===== src/rtl/cpu_pkg.sv =====
// Shared definitions for the CPU execute stage.
//   alu_op_e  : ALU operation encoding (matches aluControlEE)
//   FWD_*     : forward-select encodings for the operand muxes
package cpu_pkg;

    typedef enum logic [2:0] {
        ALU_ADD = 3'd0,
        ALU_SUB = 3'd1,
        ALU_AND = 3'd2,
        ALU_OR  = 3'd3,
        ALU_XOR = 3'd4,
        ALU_SHL = 3'd5,
        ALU_SHR = 3'd6,
        ALU_MOV = 3'd7
    } alu_op_e;

    localparam logic [1:0] FWD_REG = 2'd0;
    localparam logic [1:0] FWD_WB  = 2'd1;
    localparam logic [1:0] FWD_MEM = 2'd2;

endpackage


===== src/rtl/cpu_alu.sv =====
// Combinational ALU of the execute stage.
// Ports:
//   op_a, op_b  : operands
//   alu_op      : operation select
//   result      : result truncated to WIDTH
//   flag_n/z/v/c: next values for the condition flags
module cpu_alu
    import cpu_pkg::*;
#(
    parameter int WIDTH = 16
) (
    input  logic [WIDTH-1:0] op_a,
    input  logic [WIDTH-1:0] op_b,
    input  alu_op_e          alu_op,
    output logic [WIDTH-1:0] result,
    output logic             flag_n,
    output logic             flag_z,
    output logic             flag_v,
    output logic             flag_c
);

    logic [WIDTH:0] sum_ext;
    logic [WIDTH:0] diff_ext;
    logic [3:0]     shamt;

    // Subtraction as A + ~B + 1 so the carry out is the "no borrow" flag.
    assign sum_ext  = {1'b0, op_a} + {1'b0, op_b};
    assign diff_ext = {1'b0, op_a} + {1'b0, ~op_b} + (WIDTH+1)'(1);
    assign shamt    = op_b[3:0];

    always_comb begin
        result = '0;
        flag_v = 1'b0;
        flag_c = 1'b0;
        case (alu_op)
            ALU_ADD: begin
                result = sum_ext[WIDTH-1:0];
                flag_c = sum_ext[WIDTH];
                flag_v = (op_a[WIDTH-1] == op_b[WIDTH-1]) &&
                         (result[WIDTH-1] != op_a[WIDTH-1]);
            end
            ALU_SUB: begin
                result = diff_ext[WIDTH-1:0];
                flag_c = diff_ext[WIDTH];
                flag_v = (op_a[WIDTH-1] != op_b[WIDTH-1]) &&
                         (result[WIDTH-1] != op_a[WIDTH-1]);
            end
            ALU_AND: result = op_a & op_b;
            ALU_OR:  result = op_a | op_b;
            ALU_XOR: result = op_a ^ op_b;
            ALU_SHL: result = op_a << shamt;
            ALU_SHR: result = op_a >> shamt;
            ALU_MOV: result = op_b;
            default: result = '0;
        endcase
    end

    assign flag_n = result[WIDTH-1];
    assign flag_z = (result == '0);

endmodule


===== src/rtl/cpu_execute.sv =====
// Execute stage: operand forwarding, immediate select, ALU and flag register.
// Ports:
//   clk, rst_n               : clock, async active-low reset (flags only)
//   aluControlEE             : ALU operation
//   data2SelectorEE          : operand B = immediate (1) or forwarded reg2 (0)
//   data1/2ForwardSelectorE  : 0/3 register, 1 WB forward, 2 MEM forward
//   reg1/2ContentE, inmmediateE, forwardM, forwardWB : data inputs
//   aluOutputE               : combinational ALU result
//   N, Z, V, C               : registered condition flags
module cpu_execute
    import cpu_pkg::*;
#(
    parameter int WIDTH = 16
) (
    input  logic             clk,
    input  logic             rst_n,
    input  logic [2:0]       aluControlEE,
    input  logic             data2SelectorEE,
    input  logic [1:0]       data1ForwardSelectorE,
    input  logic [1:0]       data2ForwardSelectorE,
    input  logic [WIDTH-1:0] reg1ContentE,
    input  logic [WIDTH-1:0] reg2ContentE,
    input  logic [WIDTH-1:0] inmmediateE,
    input  logic [WIDTH-1:0] forwardM,
    input  logic [WIDTH-1:0] forwardWB,
    output logic [WIDTH-1:0] aluOutputE,
    output logic             N,
    output logic             Z,
    output logic             V,
    output logic             C
);

    logic [WIDTH-1:0] op_a;
    logic [WIDTH-1:0] reg2_fwd;
    logic [WIDTH-1:0] op_b;
    logic             alu_n, alu_z, alu_v, alu_c;
    logic [3:0]       flags_d;
    logic [3:0]       flags_q;   // {N, Z, V, C}

    // A case (not a ?: chain) keeps unselected X inputs out of the result.
    always_comb begin
        op_a = reg1ContentE;
        case (data1ForwardSelectorE)
            FWD_WB:  op_a = forwardWB;
            FWD_MEM: op_a = forwardM;
            default: op_a = reg1ContentE;
        endcase

        reg2_fwd = reg2ContentE;
        case (data2ForwardSelectorE)
            FWD_WB:  reg2_fwd = forwardWB;
            FWD_MEM: reg2_fwd = forwardM;
            default: reg2_fwd = reg2ContentE;
        endcase

        op_b = data2SelectorEE ? inmmediateE : reg2_fwd;
    end

    cpu_alu #(.WIDTH(WIDTH)) u_alu (
        .op_a   (op_a),
        .op_b   (op_b),
        .alu_op (alu_op_e'(aluControlEE)),
        .result (aluOutputE),
        .flag_n (alu_n),
        .flag_z (alu_z),
        .flag_v (alu_v),
        .flag_c (alu_c)
    );

    always_comb begin
        flags_d = {alu_n, alu_z, alu_v, alu_c};
    end

    always_ff @(posedge clk or negedge rst_n) begin
        if (!rst_n) begin
            flags_q <= 4'b0000;
        end else begin
            flags_q <= flags_d;
        end
    end

    assign N = flags_q[3];
    assign Z = flags_q[2];
    assign V = flags_q[1];
    assign C = flags_q[0];

endmodule


===== config.mk =====
export PLATFORM = sky130hd
export DESIGN_NAME = cpu_execute
export DESIGN_NICKNAME = d
export VERILOG_FILES = /design/src/rtl/cpu_pkg.sv /design/src/rtl/cpu_alu.sv /design/src/rtl/cpu_execute.sv
export SDC_FILE = /design/constraint.sdc
export NUM_CORES = 1
export LEC_CHECK = 0
export BUFFER_PORTS_ARGS = -buffer_cell sky130_fd_sc_hd__clkbuf_2
export CAP_MARGIN = 20
export CORE_ASPECT_RATIO = 0.8
export CORE_MARGIN = 2
export CORE_UTILIZATION = 41
export CTS_CLUSTER_SIZE = 10
export DETAILED_ROUTE_END_ITERATION = 6
export SYNTH_ARGS = -nofsm -noshare
export SYNTH_HDL_FRONTEND = slang
export SYNTH_SLANG_ARGS = --single-unit

===== constraint.sdc =====
create_clock -name clk -period 4.57 [get_ports clk]
set_input_delay 0.2285 -clock clk [delete_from_list [all_inputs] [get_ports clk]]
set_output_delay 0.2285 -clock clk [all_outputs]
set_load 0.02 [all_outputs]

==> out/metrics.csv, run 1 <==
metric,value,unit
status,completed,
hold_violations,0,
crit_start,data2ForwardSelectorE[0],
synth_cells,716,
synth_top_flop_cell,dfrtp_1,
core_area,0.0114,mm2
place_congestion,1.04,
setup_viol,0,
io_pins,110,
synth-xor-area-share,2.39,%
mostFrequentLayoutCells,"clkbuf_2, nor2_1, a21oi_1, inv_1, ha_1",
yosys.cell_types.count,74,
leakage,2.67,nW
period_needed,4.32,ns
synth_compound_area_share,39.1,%
grt_util_all_layers,31.3,%
cp.required,4.34,ns
critPathArrivalTime,4.09,ns
synth-edff-count,0,
design.die.area,0.0125,mm2
dieWidth,125,um
grt_pass1_wl,31700,um
viasPerCell,6.38,
synthToLayoutAreaGrowth,19.5,%
post_route_cells_drive_above_1_share,21.9,%
cts.path.max_buffers,2,
wl_per_cell,21.2,um
antenna_left,0,
pre_cts_ws,0.251,ns
path_max_fanout,24,
cts_buffers,3,
drt_iter0_markers,746,
regArea,100,um2
first_pass_iters,6,
p_per_area,252,mW/mm2
multi_input_area,0.00421,mm2
synth_seq_cells,4,
worst_slack,0.250,ns
seq_area_frac_synth,2.10,%
fin_nets,968,
synthMuxAreaShare,11.4,%
start_util,41.7,%
max_slew_margin,31.0,%
num_vias,6187,
tightest_slew,1.03,ns
synthAdderAreaFrac,15.0,%
peakVddDrop,0.298,mV
syn_nets,861,
cts_tree,built,
cpPeakStageDelay,0.40,ns
drc,0,
critPathKind,in2out,
die_y,100,um
clk_transition_reported_paths,0.03,ns
fin_crit_sh,94.5,%
largest-register,flags_q,
wl,20600,um
synthSimpleGateAreaFrac,20.3,%
hpwl,16500,um
syn-mean-instance-area,6.66,um2
io_buffers,109,
endpoint_kind,primary output,
ctsHtreeMaxLevel,1,
core.rowCount,35,
fmax,232,MHz
antenna_cells,0,
grt_pass1_vias,5765,
cts-root-buf,clkbuf_16,
crit_slowest_cell,a311o_1,
yosys_warnings,0,
tns,0,ns
grt_max_degree,37,
reg_top3,flags_q: 4 flops,
overflow,0,
syn_area,0.00477,mm2
start_kind,primary input,
min_path_type,in2async,
whs,0.347,ns
rsz0062_at_grt,false,
antenna_found_initial,0,
n_fill_cell,1191,
largest_reg_flops,4,
worstPathCellList,clkbuf_2 > inv_1 > ha_1 > buf_4 > nor3b_1 > a311o_1 > ha_1 > and3b_1 > a2111oi_1 > buf_4 > a21oi_1 > nor3_1 > buf_4 > o31ai_2 > a22o_1 > a211oi_1 > clkbuf_2,
critPathMostFrequentCell,buf_4,
async_flop_share,100,%
drv_cap,0,
slew_viol_final,0,
cts.sinks,4,
final_common_cell,clkbuf_2,
synth_top_family_by_area,compound AO/OA/AOI/OAI gates,
-- kinds of logic after synthesis --
logic type                 after synthesis
AOI/OAI and AO/OA                      275
DFF                                      4
xor gates and xnor gates                13
and+or+nand+nor                        203
muxes                                   53
adders and majority gates               56
buffers and inverters                  112
-- repair_timing --
item / CTS / global route
endpoints found under the hold margin: 4 / 0
endpoints found under the setup margin: 0 / 2
hold buffers: 1 / 0
buffers inserted: 0 / 0
resized for setup: 0 / 3
-- stage by stage --
| step | util (%) | instance area, um2 | std cells | power (mW) |
|---|---|---|---|---|
| floorplan | - | 4770 | 716 | 0.879 |
| global placement | 49.0 | 5600 | 965 | 1.25 |
| detailed placement | 49.0 | 5600 | 965 | 1.26 |
| CTS | 49.8 | 5690 | 969 | 1.40 |
| global route | 49.8 | 5700 | 969 | 1.54 |
| finish | 49.8 | 5700 | 969 | 1.44 |
-- worst max-delay path: cells and delay by family --
family | cells | cell delay [ns]
buffers and inverters | 6 | 0.95
adders and majority gates | 2 | 0.67
AOI/OAI and AO/OA | 6 | 1.60
and+or+nand+nor | 3 | 0.64
-- worst max-delay path by stage --
stage | endpoint | slack [ns] | cells past startpoint
floorplan | flags_q[2]$_DFF_PN0_ | 0.04 | 18
global route | aluOutputE[14] | 0.02 | 16
detailed placement | aluOutputE[14] | 0.25 | 18
CTS | aluOutputE[14] | 0.23 | 18
global placement | flags_q[2]$_DFF_PN0_ | 0.25 | 18
finish | aluOutputE[14] | 0.25 | 17
-- synthesized netlist by cell type, drive strengths merged, types with 14 or more instances --
cell / count / area [um2]
a211oi: 17 / 133
a21oi: 60 / 300
a22oi: 28 / 210
buf: 25 / 141
clkbuf: 30 / 113
ha: 53 / 663
inv: 55 / 206
mux2i: 50 / 504
nand2: 46 / 173
nand3: 14 / 70.1
nor2: 67 / 251
nor3: 28 / 145
o21ai: 53 / 273
o22ai: 20 / 125
-- cell type report --
cell class	count	area share, %
multi-input combinational	600	73.9
timing repair buffer	157	15.9
inverter	57	3.78
tap	148	3.25
sequential	4	1.76
clock buffer	3	1.32
-- layer usage --
| metal | track usage, % | routed length, um | vias to the layer above |
|---|---|---|---|
| met1 | 43.8 | 8990 | 2909 |
| met2 | 51.7 | 9270 | 357 |
| met3 | 3.30 | 1840 | 39 |
| li1 | - | - | 2882 |
| met4 | 8.12 | 486 | 0 |
| met5 | 0 | 0 | - |
-- power by group --
part | switching (mW) | internal [mW] | total, mW
clock | 0.0239 | 0.112 | 0.136
sequential | 0.00156 | 0.0400 | 0.0415
combinational | 0.774 | 0.486 | 1.26
total | 0.799 | 0.637 | 1.44
(Power assumes the default switching activity.)
==> inputs of run 2 (changes only) <==
--- a/config.mk
+++ b/config.mk
@@ -7,11 +7,14 @@
 export LEC_CHECK = 0
 export BUFFER_PORTS_ARGS = -buffer_cell sky130_fd_sc_hd__clkbuf_2
 export CAP_MARGIN = 20
+export CELL_PAD_IN_SITES_DETAIL_PLACEMENT = 1
+export CELL_PAD_IN_SITES_GLOBAL_PLACEMENT = 1
 export CORE_ASPECT_RATIO = 0.8
 export CORE_MARGIN = 2
-export CORE_UTILIZATION = 41
+export CORE_UTILIZATION = 30
 export CTS_CLUSTER_SIZE = 10
 export DETAILED_ROUTE_END_ITERATION = 6
+export PLACE_DENSITY_LB_ADDON = 0.1
 export SYNTH_ARGS = -nofsm -noshare
 export SYNTH_HDL_FRONTEND = slang
 export SYNTH_SLANG_ARGS = --single-unit
==> out/metrics.csv, run 2 (synthesis results as in run 1) <==
metric,value,unit
status,completed,
min_path_type,in2async,
start_kind,primary input,
fin_nets,977,
io_buffers,109,
grt_pass1_wl,37300,um
design.die.area,0.0169,mm2
fmax,227,MHz
internal-power,0.655,mW
final_common_cell,clkbuf_2,
hpwl,19800,um
drc,0,
num_vias,6223,
antenna_left,0,
tns,0,ns
leakage,2.73,nW
cts-root-buf,clkbuf_16,
met2_usage,47.6,%
post_route_cells_drive_above_1_share,23.4,%
tightest_slew,1.07,ns
io_pins,110,
power.clock.fraction,9.1,%
grt_pass1_vias,6470,
cts.sinks,4,
hold_violations,0,
peakVddDrop,0.251,mV
drt_iter0_markers,488,
cp.required,4.34,ns
p_sw,0.846,mW
reg_top3,flags_q: 4 flops,
drv_cap,0,
first_pass_iters,4,
die_y,117,um
ctsHtreeMaxLevel,1,
cts_tree,built,
fin_crit_sh,96.4,%
grt_util_all_layers,27.8,%
antenna_cells,0,
cts_buffers,3,
seqPwrFrac,2.8,%
cts.path.max_buffers,2,
critPathKind,in2out,
wl_per_cell,23.1,um
max_slew_margin,28.5,%
p_sw_share,56.4,%
period_needed,4.41,ns
wl,24100,um
synthToLayoutAreaGrowth,23.2,%
overflow,0,
mostFrequentLayoutCells,"clkbuf_2, nor2_1, a21oi_1, buf_4, ha_1",
p_per_area,256,mW/mm2
grt-busiest-layer,met2,
rsz0062_at_grt,true,
grt_max_degree,37,
comb_power_share,88.2,%
core.rowCount,41,
slew_viol_final,0,
endpoint_kind,primary output,
dieWidth,145,um
start_util,30.5,%
worst_slack,0.164,ns
viasPerCell,5.96,
core_area,0.0156,mm2
critPathArrivalTime,4.18,ns
largest-register,flags_q,
antenna_found_initial,0,
grt_util_met3,1.84,%
place_congestion,0.956,
clk_transition_reported_paths,0.03,ns
pre_cts_ws,-0.0163,ns
largest_reg_flops,4,
path_max_fanout,6,
use_met1,37.9,%
setup_viol,0,
run 2: cell types whose count changed in the layout (fill, tap and decap cells not counted), sizes merged:
cell	previous run	this run
buf	47	56
run 2: critical path, stage by stage:
cell      delay [ns]
clkbuf_2        0.09
inv_1           0.04
ha_1            0.32
or2_1           0.33
a221o_1         0.29
o221ai_1        0.16
inv_1           0.09
ha_1            0.34
buf_4           0.17
o31ai_1         0.44
a31oi_1         0.23
a221o_1         0.42
o31a_1          0.27
a22o_1          0.18
a211oi_1        0.33
clkbuf_2        0.24
run 2: worst paths after layout:
check                                    startpoint                    to  slack (ns)  cells past startpoint
min in group clk                   reg1ContentE[15]  flags_q[1]$_DFF_PN0_        0.57                      4
max                        data2ForwardSelectorE[0]        aluOutputE[14]        0.16                     16
max in group asynchronous                     rst_n  flags_q[2]$_DFF_PN0_        4.07                      2
min                                           rst_n  flags_q[0]$_DFF_PN0_        0.37                      2
run 2: layer usage:
metal | wire length, um | vias up
li1 | - | 2896
met1 | 11200 | 3069
met2 | 10900 | 210
met3 | 1200 | 48
met4 | 803 | 0
met5 | 0 | -
run 2: timing repair:
item / in CTS / in global routing
hold endpoints to repair: 4 / 0
buffers inserted: 0 / 0
gates cloned: 0 / 0
resized for setup: 1 / 12
setup endpoints to repair: 1 / 5
pin swaps: 0 / 0
hold buffers: 1 / 0
run 2: layout make-up:
cell class,count,area (um2)
fill,2025,9770
multi-input combinational,600,4240
timing repair buffer,166,976
tap,215,269
inverter,57,215
sequential,4,100
clock buffer,3,75.1
run 2: power groups by stage:
stage	Combinational (mW)	Sequential, mW	Clock [mW]
floorplan	0.832	0.0472	0
global placement	1.27	0.0416	0
detailed placement	1.29	0.0421	0
CTS	1.30	0.0422	0.137
global route	1.43	0.0421	0.138
finish	1.32	0.0419	0.136
run 2: per-stage QoR:
step                instances  util (%)  instance area [um2]  power [mW]  hold WS, ns
finish                   1045      37.5                 5870        1.50        0.371
global route             1045      37.5                 5870        1.61        0.409
CTS                      1045      37.3                 5840        1.47        0.350
detailed placement       1041      36.8                 5750        1.33       0.0389
global placement         1041      36.8                 5750        1.31       0.0374
floorplan                 716         -                 4770       0.879      -0.0671
==> inputs of run 3 (changes only) <==
--- a/config.mk
+++ b/config.mk
@@ -7,8 +7,8 @@
 export LEC_CHECK = 0
 export BUFFER_PORTS_ARGS = -buffer_cell sky130_fd_sc_hd__clkbuf_2
 export CAP_MARGIN = 20
-export CELL_PAD_IN_SITES_DETAIL_PLACEMENT = 1
-export CELL_PAD_IN_SITES_GLOBAL_PLACEMENT = 1
+export CELL_PAD_IN_SITES_DETAIL_PLACEMENT = 0
+export CELL_PAD_IN_SITES_GLOBAL_PLACEMENT = 2
 export CORE_ASPECT_RATIO = 0.8
 export CORE_MARGIN = 2
 export CORE_UTILIZATION = 30
==> out/metrics.csv, run 3 (synthesis results as in run 1) <==
metric,value,unit
status,completed,
cp.required,4.34,ns
grt_util_all_layers,26.2,%
crit_family,compound AO/OA/AOI/OAI gates,
first_pass_iters,5,
tightest_slew,1.12,ns
setup_viol,0,
cpPeakStageDelay,0.40,ns
grt_pass1_vias,5987,
fin_crit_sh,95.9,%
cts_buffers,3,
cts_tree,built,
grt-busiest-layer,met2,
cts.path.max_buffers,2,
peakVddDrop,0.277,mV
leakage,2.72,nW
start_util,30.5,%
die_y,117,um
crit_buf_inv,6,
use_met1,35.4,%
met2_usage,44.3,%
core.rowCount,41,
hpwl,18500,um
drv_cap,0,
core_area,0.0156,mm2
path_max_fanout,4,
stdcell_count,1044,
place_congestion,0.946,
cts-root-buf,clkbuf_16,
crit_slowest_cell,a221o_1,
slew_viol_final,0,
dieWidth,145,um
clk_transition_reported_paths,0.03,ns
utilization,37.4,%
critPathKind,in2out,
hold_violations,0,
endpoint_kind,primary output,
finish.instance_area,0.00585,mm2
critPathArrivalTime,4.16,ns
drc,0,
min_path_type,in2async,
wl,22500,um
mostFrequentLayoutCells,"clkbuf_2, nor2_1, a21oi_1, buf_4, ha_1",
grt_pass1_wl,34700,um
fmax,228,MHz
reg_top3,flags_q: 4 flops,
synthToLayoutAreaGrowth,22.7,%
num_vias,6100,
ctsHtreeMaxLevel,1,
max_slew_margin,24.7,%
io_buffers,109,
grt_util_met3,1.68,%
cts.sinks,4,
antenna_found_initial,0,
post_route_cells_drive_above_1_share,22.9,%
dpl-instance-area,0.00575,mm2
start_kind,primary input,
postCtsSetupBuffers,0,
worstPathCellList,clkbuf_2 > inv_1 > ha_1 > or2_1 > o221ai_2 > inv_2 > ha_1 > inv_1 > fa_1 > a211oi_1 > buf_4 > o31ai_1 > a31oi_1 > a221o_1 > o31a_1 > a22o_1 > a211oi_1 > clkbuf_2,
rsz0062_at_grt,false,
period_needed,4.38,ns
tns,0,ns
final_common_cell,clkbuf_2,
drt_iter0_markers,548,
whs,0.337,ns
viasPerCell,5.84,
largest_reg_flops,4,
fin_nets,976,
antenna_cells,0,
grt_max_degree,37,
p_per_area,255,mW/mm2
design.die.area,0.0169,mm2
largest-register,flags_q,
wl_per_cell,21.6,um
overflow,0,
io_pins,110,
antenna_left,0,
dp_cells,1040,
## run 3: report_power, final
group	internal (mW)	leakage, nW	total [mW]	switching, mW
registers	0.0400	0.0541	0.0415	0.00158
logic	0.503	2.63	1.31	0.804
clock network	0.112	0.0370	0.141	0.0291
## run 3: final timing paths
check,startpoint,to,slack [ns],cells after the start
max,data2ForwardSelectorE[0],aluOutputE[14],0.19,18
min,rst_n,flags_q[2]$_DFF_PN0_,0.34,2
max in group asynchronous,rst_n,flags_q[0]$_DFF_PN0_,4.11,2
min in group clk,reg1ContentE[15],flags_q[1]$_DFF_PN0_,0.60,6
## run 3: cell type report
| type | count | area (um2) |
|---|---|---|
| clock buffers | 3 | 75.1 |
| fillers | 1739 | 9800 |
| inverters | 57 | 215 |
| multi-input cells | 600 | 4220 |
| flip-flops and latches | 4 | 100 |
| well taps | 215 | 269 |
| repair buffers | 165 | 968 |
## run 3: metrics by stage
stage	worst slack (ns)	power, mW
floorplan	0.0415	0.879
global placement	0.0470	1.32
detailed placement	0.0616	1.31
CTS	0.131	1.47
global route	0.0165	1.60
finish	0.186	1.49
## run 3: what timing repair did
item	CTS	global route
resized for setup	0	8
hold buffers	1	0
endpoints found under the setup margin	0	3
endpoints found under the hold margin	4	0
## run 3: layer usage
layer	vias up	wire, um
met3	42	1230
met5	-	0
li1	2900	-
met2	250	10100
met1	2908	10400
met4	0	822
